$ cat src/rtl/wash_pkg.sv
// Shared types and helpers for the wash phase timer.
package wash_pkg;

  typedef enum logic [1:0] {
    PH_FILL  = 2'b00,
    PH_WASH  = 2'b01,
    PH_RINSE = 2'b10,
    PH_SPIN  = 2'b11
  } phase_t;

  typedef enum logic [1:0] {
    ST_IDLE   = 2'b00,
    ST_RUN    = 2'b01,
    ST_PAUSED = 2'b10,
    ST_DONE   = 2'b11
  } state_t;

  localparam int unsigned SEC_W = 10;

  // Phase length in seconds; wash and rinse double when requested, spin never does.
  function automatic logic [SEC_W-1:0] phase_secs(
    input phase_t      ph,
    input logic        dbl,
    input int unsigned fill_s,
    input int unsigned wash_s,
    input int unsigned rinse_s,
    input int unsigned spin_s
  );
    logic [SEC_W-1:0] secs;
    case (ph)
      PH_FILL:  secs = SEC_W'(fill_s);
      PH_WASH:  secs = dbl ? SEC_W'(wash_s * 2)  : SEC_W'(wash_s);
      PH_RINSE: secs = dbl ? SEC_W'(rinse_s * 2) : SEC_W'(rinse_s);
      default:  secs = SEC_W'(spin_s);
    endcase
    return secs;
  endfunction

endpackage

$ cat src/rtl/wash_tick_gen.sv
// Loadable, holdable prescaler: emits a one-cycle sec_tick every reload+1 enabled cycles.
module wash_tick_gen
  import wash_pkg::*;
#(
  parameter int unsigned PW = 3
) (
  input  logic          clk,
  input  logic          rst,
  input  logic          load,
  input  logic [PW-1:0] load_val,
  input  logic          clear,
  input  logic          en,
  output logic          sec_tick
);

  logic [PW-1:0] cnt;
  logic [PW-1:0] rld;

  assign sec_tick = en && (cnt == '0);

  // Count down while enabled, reloading from the latched period when the count hits zero.
  always_ff @(posedge clk or posedge rst) begin
    if (rst) begin
      cnt <= '0;
      rld <= '0;
    end else if (load) begin
      cnt <= load_val;
      rld <= load_val;
    end else if (clear) begin
      cnt <= '0;
      rld <= '0;
    end else if (en) begin
      cnt <= (cnt == '0) ? rld : cnt - 1'b1;
    end
  end

endmodule

$ cat src/rtl/wash_phase_timer.sv
// Phase-duration responder: counts seconds of the requested phase and pulses timer_finish.
module wash_phase_timer
  import wash_pkg::*;
#(
  parameter int unsigned BASE_TICKS = 1_000_000,
  parameter int unsigned FILL_S     = 120,
  parameter int unsigned WASH_S     = 300,
  parameter int unsigned RINSE_S    = 120,
  parameter int unsigned SPIN_S     = 60
) (
  input  logic             clk,
  input  logic             rst,
  input  logic [1:0]       clk_freq,
  input  logic             phase_start,
  input  logic [1:0]       phase_sel,
  input  logic             double_time,
  input  logic             timer_pause,
  input  logic             phase_abort,
  output logic             timer_finish,
  output logic             busy,
  output logic             start_err,
  output logic [SEC_W-1:0] remaining_sec
);

  localparam int unsigned PW = $clog2(BASE_TICKS * 8);

  state_t           state;
  logic [SEC_W-1:0] sec;
  logic [PW:0]      ticks;
  logic [PW-1:0]    presc_load;
  logic [SEC_W-1:0] start_secs;
  logic             accept;
  logic             active;
  logic             sec_tick;

  assign active        = (state == ST_RUN) || (state == ST_PAUSED);
  assign busy          = active;
  assign accept        = phase_start && !active;
  assign remaining_sec = sec;
  assign start_secs    = phase_secs(phase_t'(phase_sel), double_time,
                                    FILL_S, WASH_S, RINSE_S, SPIN_S);

  // Prescaler period for the requested tick rate.
  always_comb begin
    ticks      = (PW + 1)'(BASE_TICKS) << clk_freq;
    presc_load = PW'(ticks - 1'b1);
  end

  // Counting continues in the PAUSED->RUN cycle so a pause of N cycles delays finish by exactly N.
  wash_tick_gen #(.PW(PW)) u_tick_gen (
    .clk      (clk),
    .rst      (rst),
    .load     (accept),
    .load_val (presc_load),
    .clear    (active && phase_abort),
    .en       (active && !timer_pause && !phase_abort),
    .sec_tick (sec_tick)
  );

  // Phase FSM and seconds counter with registered finish/error pulses.
  always_ff @(posedge clk or posedge rst) begin
    if (rst) begin
      state        <= ST_IDLE;
      sec          <= '0;
      timer_finish <= 1'b0;
      start_err    <= 1'b0;
    end else begin
      timer_finish <= 1'b0;
      start_err    <= 1'b0;
      case (state)
        ST_IDLE, ST_DONE: begin
          if (phase_start) begin
            sec   <= start_secs;
            state <= ST_RUN;
          end else begin
            sec   <= '0;
            state <= ST_IDLE;
          end
        end
        default: begin
          if (phase_abort) begin
            sec   <= '0;
            state <= ST_IDLE;
          end else begin
            start_err <= phase_start;
            if (timer_pause) begin
              state <= ST_PAUSED;
            end else if (sec_tick) begin
              if (sec == SEC_W'(1)) begin
                sec          <= '0;
                state        <= ST_DONE;
                timer_finish <= 1'b1;
              end else begin
                sec   <= sec - 1'b1;
                state <= ST_RUN;
              end
            end else begin
              state <= ST_RUN;
            end
          end
        end
      endcase
    end
  end

endmodule
$ cat config.mk
export PLATFORM = sky130hd
export DESIGN_NAME = wash_phase_timer
export DESIGN_NICKNAME = d
export VERILOG_FILES = /design/src/rtl/wash_pkg.sv /design/src/rtl/wash_tick_gen.sv /design/src/rtl/wash_phase_timer.sv
export SDC_FILE = /design/constraint.sdc
export NUM_CORES = 1
export LEC_CHECK = 0
export ABC_AREA = 1
export CAP_MARGIN = 40
export CELL_PAD_IN_SITES_DETAIL_PLACEMENT = 1
export CELL_PAD_IN_SITES_GLOBAL_PLACEMENT = 1
export CORE_MARGIN = 1
export CORE_UTILIZATION = 47
export DETAILED_ROUTE_END_ITERATION = 10
export GPL_TIMING_DRIVEN = 0
export PLACE_DENSITY_LB_ADDON = 0.1
export SYNTH_ARGS = -nofsm -noshare
export SYNTH_HDL_FRONTEND = slang
export SYNTH_SLANG_ARGS = --single-unit
$ cat constraint.sdc
create_clock -name clk -period 3.95 [get_ports clk]
set_clock_uncertainty 0.15 [all_clocks]
set_input_delay 0.395 -clock clk [delete_from_list [all_inputs] [get_ports clk]]
set_output_delay 0.395 -clock clk [all_outputs]
set_load 0.01 [all_outputs]
## Word-level counts from Yosys, hierarchy flattened

Cells that the tools add are included.

| word-level totals | value |
|---|---|
| register bits | 60 |
| output and inout port bits | 13 |
| logic and storage cells | 62 |

| cells by class | value |
|---|---|
| add/sub/neg operators | 3 |
| equality and inequality tests | 7 |
| shift-type cells | 1 |
| mux-type cells | 28 |
| reductions and logical operators | 17 |

Operators by type and width:

| kind | count |
|---|---|
| $mux 23 | 6 |
| $mux 10 | 7 |
| $sub 23x1->23 const B | 2 |
| $pmux 10 s3 | 1 |
| $logic_not 23->1 | 1 |
| $shl 20x2->23 const A | 1 |
| $eq 10x1->1 const B | 1 |
| $mux 2 | 5 |
| $sub 10x1->10 const B | 1 |
| $mux 1 | 8 |
| $mux 8 | 1 |
| $eq 2x2->1 const B | 3 |
| $reduce_bool 3->1 | 2 |
| $logic_and 1x1->1 | 5 |
| $eq 2x1->1 const B | 2 |
| $logic_not 2->1 | 2 |
| $logic_not 1->1 | 3 |
| $ne 3x1->1 const B | 1 |
| $reduce_and 2->1 | 1 |
| $reduce_bool 2->1 | 1 |
| $reduce_or 2->1 | 1 |
| $logic_or 1x1->1 | 1 |

## Depth between registers and ports, before layout

Gate-level depths: netlist of run 1.

| depth | value |
|---|---|
| depth in word-level cells | 9 |
| gate-level depth with buffers | 12 |
| mapped depth without buffers | 12 |

## Modules after synthesis

A second synthesis of run 1 with hierarchy kept.

| unflattened totals | value |
|---|---|
| cell total of the unflattened synthesis | 563 |
| area, all modules | 4028.9 um^2 |

Modules (own cells, without submodules):

| module | instances | cells an instance | area each (um^2) | sequential area each (um^2) |
|---|---|---|---|---|
| wash_tick_gen | 1 | 399 | 2864.0 | 1151.1 |
| wash_phase_timer | 1 | 164 | 1164.9 | 350.3 |

## Worst setup path before layout of run 1

No wires, ideal clock.

| timing | value |
|---|---|
| kind | input -> register |
| start | in clk_freq[1] |
| end | reg u_tick_gen.cnt[7] |
| library setup time | 63 ps |
| arrival time | 1528 ps |
| setup slack | 2209 ps |
| cell stages on the path | 10 |
| path buffers | 0 |
| path through | inv_1 -> ha_1 -> inv_1 -> ha_1 -> or2_2 -> nand2_1 -> inv_1 -> nand2_1 -> o21ai_0 -> inv_1 |

| between the ends | value |
|---|---|
| longest elaborated chain between the ends | 3 |

RTL lines:

| element | line | text |
|---|---|---|
| start: declaration | wash_phase_timer.sv:13 | `input logic [1:0] clk_freq,` |
| $shl 20x2->23 | wash_phase_timer.sv:45 | `ticks = (PW + 1)'(BASE_TICKS) << clk_freq;` |
| $sub 23x1->23 | wash_phase_timer.sv:46 | `presc_load = PW'(ticks - 1'b1);` |
| $mux 23 | wash_tick_gen.sv:26 | `end else if (load) begin` |
| end signal: assignment | wash_tick_gen.sv:27 | `cnt <= load_val;` |
| end signal: assignment | wash_tick_gen.sv:33 | `cnt <= (cnt == '0) ? rld : cnt - 1'b1;` |
| end: declaration | wash_tick_gen.sv:16 | `logic [PW-1:0] cnt;` |

No other way between the ends.
A chain may end at the register's enable or synchronous reset.

## Final worst setup path of run 1

Ends and elaborated chain as after synthesis.

==> results.py, run 1 <==
metrics = {
    "global_route": {
        "globalRouteTotalUtil_pct": 28.4,
        "grt_pass1_vias": 3260,
        "gr-total-overflow": 0,
        "antenna_found_initial": 0,
        "grt_pass1_wl_um": 16200,
        "grt_max_degree": 27,
    },
    "floorplanning": {
        "dieArea_um2": 7410,
        "die_x_um": 86.1,
        "num_rows": 30,
        "start_util_pct": 48.7,
        "die_y_um": 86.1,
        "core_um2": 6830,
        "num_io_pins": 23,
    },
    "final_layout": {
        "num-fill-cells": 920,
        "drive_above_1_share_pct": 7.65,
        "fin_area_um2": 3800,
        "diodes": 0,
        "nets": 520,
        "area_growth_pct": 14.2,
    },
    "synth": {
        "ys_seq_elements": 50,
        "netlist.area_leader.share_pct": 37.6,
        "synth_edf_count": 0,
        "ys.flop_type": "dfrtp_1",
        "synth_area_leaders": "dfrtp_1 (38%), nand2_1 (12%), inv_1 (7.9%), nor2_1 (7.7%), a21oi_1 (5.0%)",
        "postSynthAreaPerCell_um2": 7.12,
        "synth_warnings": 0,
        "ys_seq_area_share_pct": 37.6,
        "yosys.area.top_type": "dfrtp_1",
        "async_reset_ff_share_pct": 100,
        "netlist-cell-type-count": 36,
        "syn_inst": 467,
        "synth_area_um2": 3320,
        "syn_nets": 490,
    },
    "sta": {
        "fin_crit_ps": 2210,
        "post-route-period-util_pct": 55.9,
        "tightest_slew_ps": 584,
        "slew_headroom_pct": 61.0,
        "fin_tns_setup_ps": 0,
        "hold_violations": 0,
        "setup_ws_ps": 1740,
        "setup_violations": 0,
        "grt_setup_unrepaired": "false",
        "drv_slew": 0,
        "fmax_mhz": 453,
    },
    "cts": {
        "ctsHtreeMaxLevel": 2,
        "post_cts_buffers": 0,
        "clock-sinks": 50,
        "clk_latency_ps": 310,
        "clockRootBuffer": "clkbuf_8",
        "cts_tree": "done",
        "clk_pin_slew_worst_paths_ps": 90,
        "ctsHoldBuffers": 0,
        "clockBufferDepth": 2,
        "cts_resized": 0,
        "cts_made_buffers": 5,
    },
    "min_path": {
        "hp-class": "input port to async pin",
    },
    "job": {
        "cap_violations": 0,
    },
    "place": {
        "dpl_worst_slack_ps": 1440,
        "place.gp.congestion": 0.859,
        "placed_cell_area_um2": 3680,
        "portBuffers": 22,
        "hpwl_um": 7310,
    },
    "power_and_ir_drop": {
        "finalPower_mw": 2.62,
        "power.leakage_nw": 1.86,
        "powerDensity_nw_per_um2": 689,
        "ir_worst_vdd_mv": 0.341,
    },
    "critical_path": {
        "critPathMaxFanout": 6,
        "required_ps": 4050,
        "crit_type": "input port to flop",
        "cp-start-kind": "input port",
        "critPathArrivalTime_ps": 2310,
        "worst_setup_path_end_kind": "flop",
    },
    "outcome": {
        "status": "finished clean",
    },
    "detailed_routing": {
        "wire_per_inst_um": 16.0,
        "num_vias": 3084,
        "routed_wl_um": 9480,
        "first_iter_violations": 111,
        "avgViaCountPerCell": 5.20,
        "postRouteAntennaNets": 0,
        "drt_first_pass_iters": 4,
        "route.detailed.drc": 0,
    },
}
-- Yosys cell counts, drive strengths merged, types with 2 or more instances --
cell type,n
a21oi,35
a22oi,3
buf,9
dfrtp,50
ha,13
inv,71
nand2,105
nand3,32
nand4,4
nor2,76
nor3,2
o21ai,37
o22ai,7
or2,3
xnor2,5
xor2,8
-- where the power goes --
part / switching, mW / internal, mW
clock: 0.177 / 0.203
combinational: 0.806 / 0.484
sequential: 0.221 / 0.725
total: 1.20 / 1.41
-- routing by layer --
| layer | vias up | wire [um] | part of all wire (%) | GRT usage, % |
|---|---|---|---|---|
| met5 | - | 0 | 0 | 0 |
| met4 | 0 | 83 | 0.88 | 6.06 |
| met3 | 5 | 194 | 2.0 | 3.08 |
| met2 | 31 | 4460 | 47 | 47.6 |
| met1 | 1521 | 4740 | 50 | 39.5 |
| li1 | 1527 | - | - | - |
-- area by class of cell --
| cell class | instances | area [um2] | area share (%) |
|---|---|---|---|
| Buffer | 10 | 85.1 | 2.24 |
| Clock buffer | 6 | 82.6 | 2.17 |
| Clock inverter | 1 | 30.0 | 0.791 |
| Inverter | 72 | 283 | 7.45 |
| Multi-Input combinational cell | 335 | 1710 | 44.9 |
| Sequential cell | 50 | 1250 | 32.9 |
| Tap cell | 96 | 120 | 3.16 |
| Timing Repair Buffer | 23 | 240 | 6.33 |
-- kinds of logic after synthesis --
kind of cell,synth area share [%]
adder cells (fa/ha/maj),4.89
buffers and inverters,11.1
AND/OR/NAND/NOR,28.7
flip-flops,37.6
XOR/XNOR,3.42
AO/OA/AOI/OAI,14.3
-- sequential cells by signal, summed over array words and instances, names as in the netlist --
| register | count |
|---|---|
| remaining_sec | 10 |
| start_err | 1 |
| state | 2 |
| timer_finish | 1 |
| u_tick_gen.cnt | 23 |
| u_tick_gen.rld | 13 |
-- final timing paths --
| kind | endpoint | from | slack [ps] | cells past startpoint |
|---|---|---|---|---|
| setup / recovery | u_tick_gen.cnt[7]$_DFFE_PP0P_ | clk_freq[1] | 1740 | 11 |
| hold / removal | u_tick_gen.cnt[5]$_DFFE_PP0P_ | rst | 310 | 2 |
| setup reg to reg | u_tick_gen.cnt[17]$_DFFE_PP0P_ | u_tick_gen.cnt[20]$_DFFE_PP0P_ | 1800 | 10 |
| hold reg to reg | u_tick_gen.rld[15]$_DFFE_PP0P_ | u_tick_gen.rld[15]$_DFFE_PP0P_ | 330 | 2 |
| max in group asynchronous | remaining_sec[3]$_DFFE_PP0P_ | rst | 2780 | 3 |
| min in group clk | u_tick_gen.rld[15]$_DFFE_PP0P_ | u_tick_gen.rld[15]$_DFFE_PP0P_ | 330 | 2 |
-- cell usage in the layout (no fill, tap or decap), types with 5 or more instances in the layout --
master	Yosys	layout
a21oi_1	33	33
clkbuf_8	0	6
clkdlybuf4s50_1	0	22
dfrtp_1	50	50
ha_1	13	13
inv_1	70	69
nand2_1	102	102
nand3_1	31	31
nor2_1	68	68
nor2_2	6	6
o21ai_0	30	30
o21ai_1	6	6
o22ai_1	7	7
xnor2_1	5	5
xor2_1	8	8
-- stage by stage --
step	cells	utilization (%)	hold slack (ps)
global placement	585	53.6	305
global route	593	55.6	350
finish	593	55.6	313
detailed placement	586	53.9	309
CTS	593	55.6	328
floorplan	467	-	292
-- critical path, cell delays in order --
cell and delay (ps):
clkdlybuf4s50_1 490, inv_1 200, ha_1 210, inv_1 80
ha_1 300, or2_2 310, nand2_1 70, inv_1 40
nand2_1 80, o21ai_0 80, inv_1 60
Power figures use the tool's default switching activity.
==> run 2, diff against run 1 <==
--- a/config.mk
+++ b/config.mk
@@ -10,7 +10,7 @@
 export CELL_PAD_IN_SITES_DETAIL_PLACEMENT = 1
 export CELL_PAD_IN_SITES_GLOBAL_PLACEMENT = 1
 export CORE_MARGIN = 1
-export CORE_UTILIZATION = 47
+export CORE_UTILIZATION = 39
 export DETAILED_ROUTE_END_ITERATION = 10
 export GPL_TIMING_DRIVEN = 0
 export PLACE_DENSITY_LB_ADDON = 0.1
==> constraint.sdc (replaced) <==
create_clock -name clk -period 1.8 [get_ports clk]
set_clock_uncertainty 0.15 [all_clocks]
set_input_delay 0.18 -clock clk [delete_from_list [all_inputs] [get_ports clk]]
set_output_delay 0.18 -clock clk [all_outputs]
set_load 0.01 [all_outputs]
==> run 2 against run 1 <==
The run now ends with negative setup slack left. Largest cell class unchanged. Global-route usage fell by 2.9 points. Combinational power grew to 2.8 times the previous value. Non-clock buffer count is 38 higher. Core utilization down 1.5 points. Register-to-register slack lost 2000 ps. Power rose to 2.5 times the previous value. Via count grew 6.6%. Routed wire length increased by 16%. Clock power up 130%. Cell area increased by 17%. Critical path type is now flop to flop. Die area rose by 20%. Setup slack worse by 1900 ps.
==> results.py, run 2 (same netlist as run 1, synthesis figures left out) <==
metrics = {
    "floorplanning": {
        "core_um2": 8220,
        "num_io_pins": 23,
        "die_y_um": 94.3,
        "num_rows": 33,
        "dieArea_um2": 8900,
        "start_util_pct": 40.5,
        "die_x_um": 94.3,
    },
    "power_and_ir_drop": {
        "powerDensity_nw_per_um2": 1500,
        "p_int_mw": 3.56,
        "netSwitchingFraction_pct": 46.6,
        "combPwrFrac_pct": 55.0,
        "ir_worst_vdd_mv": 0.675,
        "power.leakage_nw": 2.08,
        "seq_power_share_pct": 32.1,
        "switching_power_mw": 3.10,
        "pwr-share-clk_pct": 12.9,
    },
    "detailed_routing": {
        "route.detailed.drc": 0,
        "postRouteAntennaNets": 0,
        "wire_per_inst_um": 17.2,
        "routed_wl_um": 11000,
        "avgViaCountPerCell": 5.13,
        "drt_first_pass_iters": 4,
        "first_iter_violations": 165,
        "num_vias": 3289,
    },
    "outcome": {
        "status": "finished with violations",
        "violations": "negative setup slack",
    },
    "place": {
        "dpl_worst_slack_ps": -485,
        "portBuffers": 22,
        "placed_cell_area_um2": 3700,
        "place.gp.congestion": 0.832,
        "hpwl_um": 7330,
        "dp_cells": 595,
    },
    "final_layout": {
        "final-instance-count-excl-fill": 641,
        "final_cell_mix": "nand2_1 (88), inv_1 (62), nor2_1 (51), dfrtp_1 (40), buf_4 (31)",
        "fin_area_um2": 4450,
        "num-fill-cells": 1041,
        "area_growth_pct": 33.8,
        "final_common_cell": "nand2_1",
        "largest_reg_flops": 23,
        "multi_input_area_um2": 1970,
        "nets": 558,
        "regMostFlops": "u_tick_gen.cnt",
        "register_area_um2": 1260,
        "drive_above_1_share_pct": 26.1,
        "diodes": 0,
    },
    "cts": {
        "clk_pin_slew_worst_paths_ps": 110,
        "clk_latency_ps": 320,
        "cts_tree": "done",
        "clockRootBuffer": "clkbuf_8",
        "ctsHtreeMaxLevel": 2,
        "ctsHoldBuffers": 0,
        "cts_made_buffers": 5,
        "clockBufferDepth": 2,
        "clock-sinks": 50,
    },
    "critical_path": {
        "cp-start-kind": "flop",
        "critPathMaxFanout": 7,
        "critPathArrivalTime_ps": 2080,
        "crit_slowest_cell": "dfrtp_1",
        "required_ps": 1920,
        "worst_setup_path_end_kind": "flop",
        "crit_type": "flop to flop",
        "cp_common_cell": "inv_1",
        "cpPeakStageDelay_ps": 410,
        "crit_path_cell_trace": "inv_2, ha_4, inv_1, nor2_1, nand3_1, nor2_2, nand3_4, inv_1, nand3_1, nand2_1, o21ai_1, inv_1",
        "reg2reg_slack_ps": -160,
    },
    "sta": {
        "timing.hold.ws_ps": 107,
        "drv_slew": 0,
        "tightest_slew_ps": 661,
        "hold_violations": 0,
        "fmax_mhz": 511,
        "fin_crit_ps": 1960,
        "setup_violations": 32,
        "grt_setup_unrepaired": "true",
        "setup_ws_ps": -156,
        "slew_headroom_pct": 55.8,
        "post-route-period-util_pct": 109,
    },
    "global_route": {
        "grt_pass1_wl_um": 17400,
        "gr-total-overflow": 0,
        "grt_pass1_vias": 3517,
        "antenna_found_initial": 0,
        "globalRouteTotalUtil_pct": 25.4,
        "grt_max_degree": 28,
    },
    "job": {
        "cap_violations": 0,
    },
    "min_path": {
        "hp-class": "input port to async pin",
    },
}
==> run 2: changes by cell type in the layout (fill, tap and decap cells not counted), moves of 10 or more <==
cell / change
nor2_1: -17
dfrtp_1: -10
dfrtp_2: +10
nand2_2: +12
buf_4: +30
nand2_1: -14
nor2_4: +11
==> run 2: worst paths after layout <==
kind / from / endpoint / cells past startpoint
setup / recovery: u_tick_gen.cnt[0]$_DFFE_PP0P_ / u_tick_gen.cnt[7]$_DFFE_PP0P_ / 12
hold / removal: rst / u_tick_gen.cnt[5]$_DFFE_PP0P_ / 2
setup reg to reg: u_tick_gen.cnt[0]$_DFFE_PP0P_ / u_tick_gen.cnt[7]$_DFFE_PP0P_ / 12
hold reg to reg: u_tick_gen.rld[7]$_DFFE_PP0P_ / u_tick_gen.rld[7]$_DFFE_PP0P_ / 2
max in group asynchronous: rst / u_tick_gen.cnt[17]$_DFFE_PP0P_ / 3
min in group clk: phase_start / start_err$_DFF_PP0_ / 3
==> run 2: power by group through the flow <==
| stage | combinational [mW] | sequential [mW] | clock, mW |
|---|---|---|---|
| CTS | 3.22 | 2.10 | 0.871 |
| detailed placement | 2.79 | 2.08 | 0 |
| global placement | 2.67 | 2.06 | 0 |
| finish | 3.66 | 2.14 | 0.856 |
| floorplan | 1.93 | 1.99 | 0 |
| global route | 4.05 | 2.21 | 0.909 |
==> run 2: metal layers <==
layer / share of wire [%] / up-vias / track usage, %
met2: 52 / 31 / 46.1
met3: 2.0 / 14 / 3.32
met4: 1.4 / 0 / 5.13
li1: - / 1618 / -
met5: 0 / - / 0
met1: 45 / 1626 / 32.1
==> run 2: layout make-up <==
cell class	count	area share, %
buffer	10	2.56
clock buffer	6	1.63
clock inverter	2	0.844
inverter	72	6.50
multi-input combinational	335	44.3
sequential	50	28.4
tap	105	2.95
timing repair buffer	61	12.8
==> run 2: per-stage QoR <==
step	setup TNS [ps]	power [mW]	util [%]
after floorplan	0	3.92	-
after CTS	-242	6.18	50.6
final	-1960	6.66	54.1
after global placement	-54090	4.74	44.7
after global routing	-4930	7.16	54.1
after detailed placement	-8820	4.87	45.0
==> run 2: critical path, delay by kind of cell (launching register included) <==
| kind | cells | cell delay, ps |
|---|---|---|
| simple gates | 6 | 720 |
| fa+ha+maj | 1 | 160 |
| flops | 1 | 410 |
| compound gates | 1 | 80 |
| buf+inv | 4 | 380 |
==> run 2: what timing repair did <==
item / 4_1_cts / 5_1_grt
resized for setup: 53 / 57
setup endpoints to repair: 36 / 44
setup buffers: 24 / 12
cloned: 1 / 1
pin swaps: 12 / 17
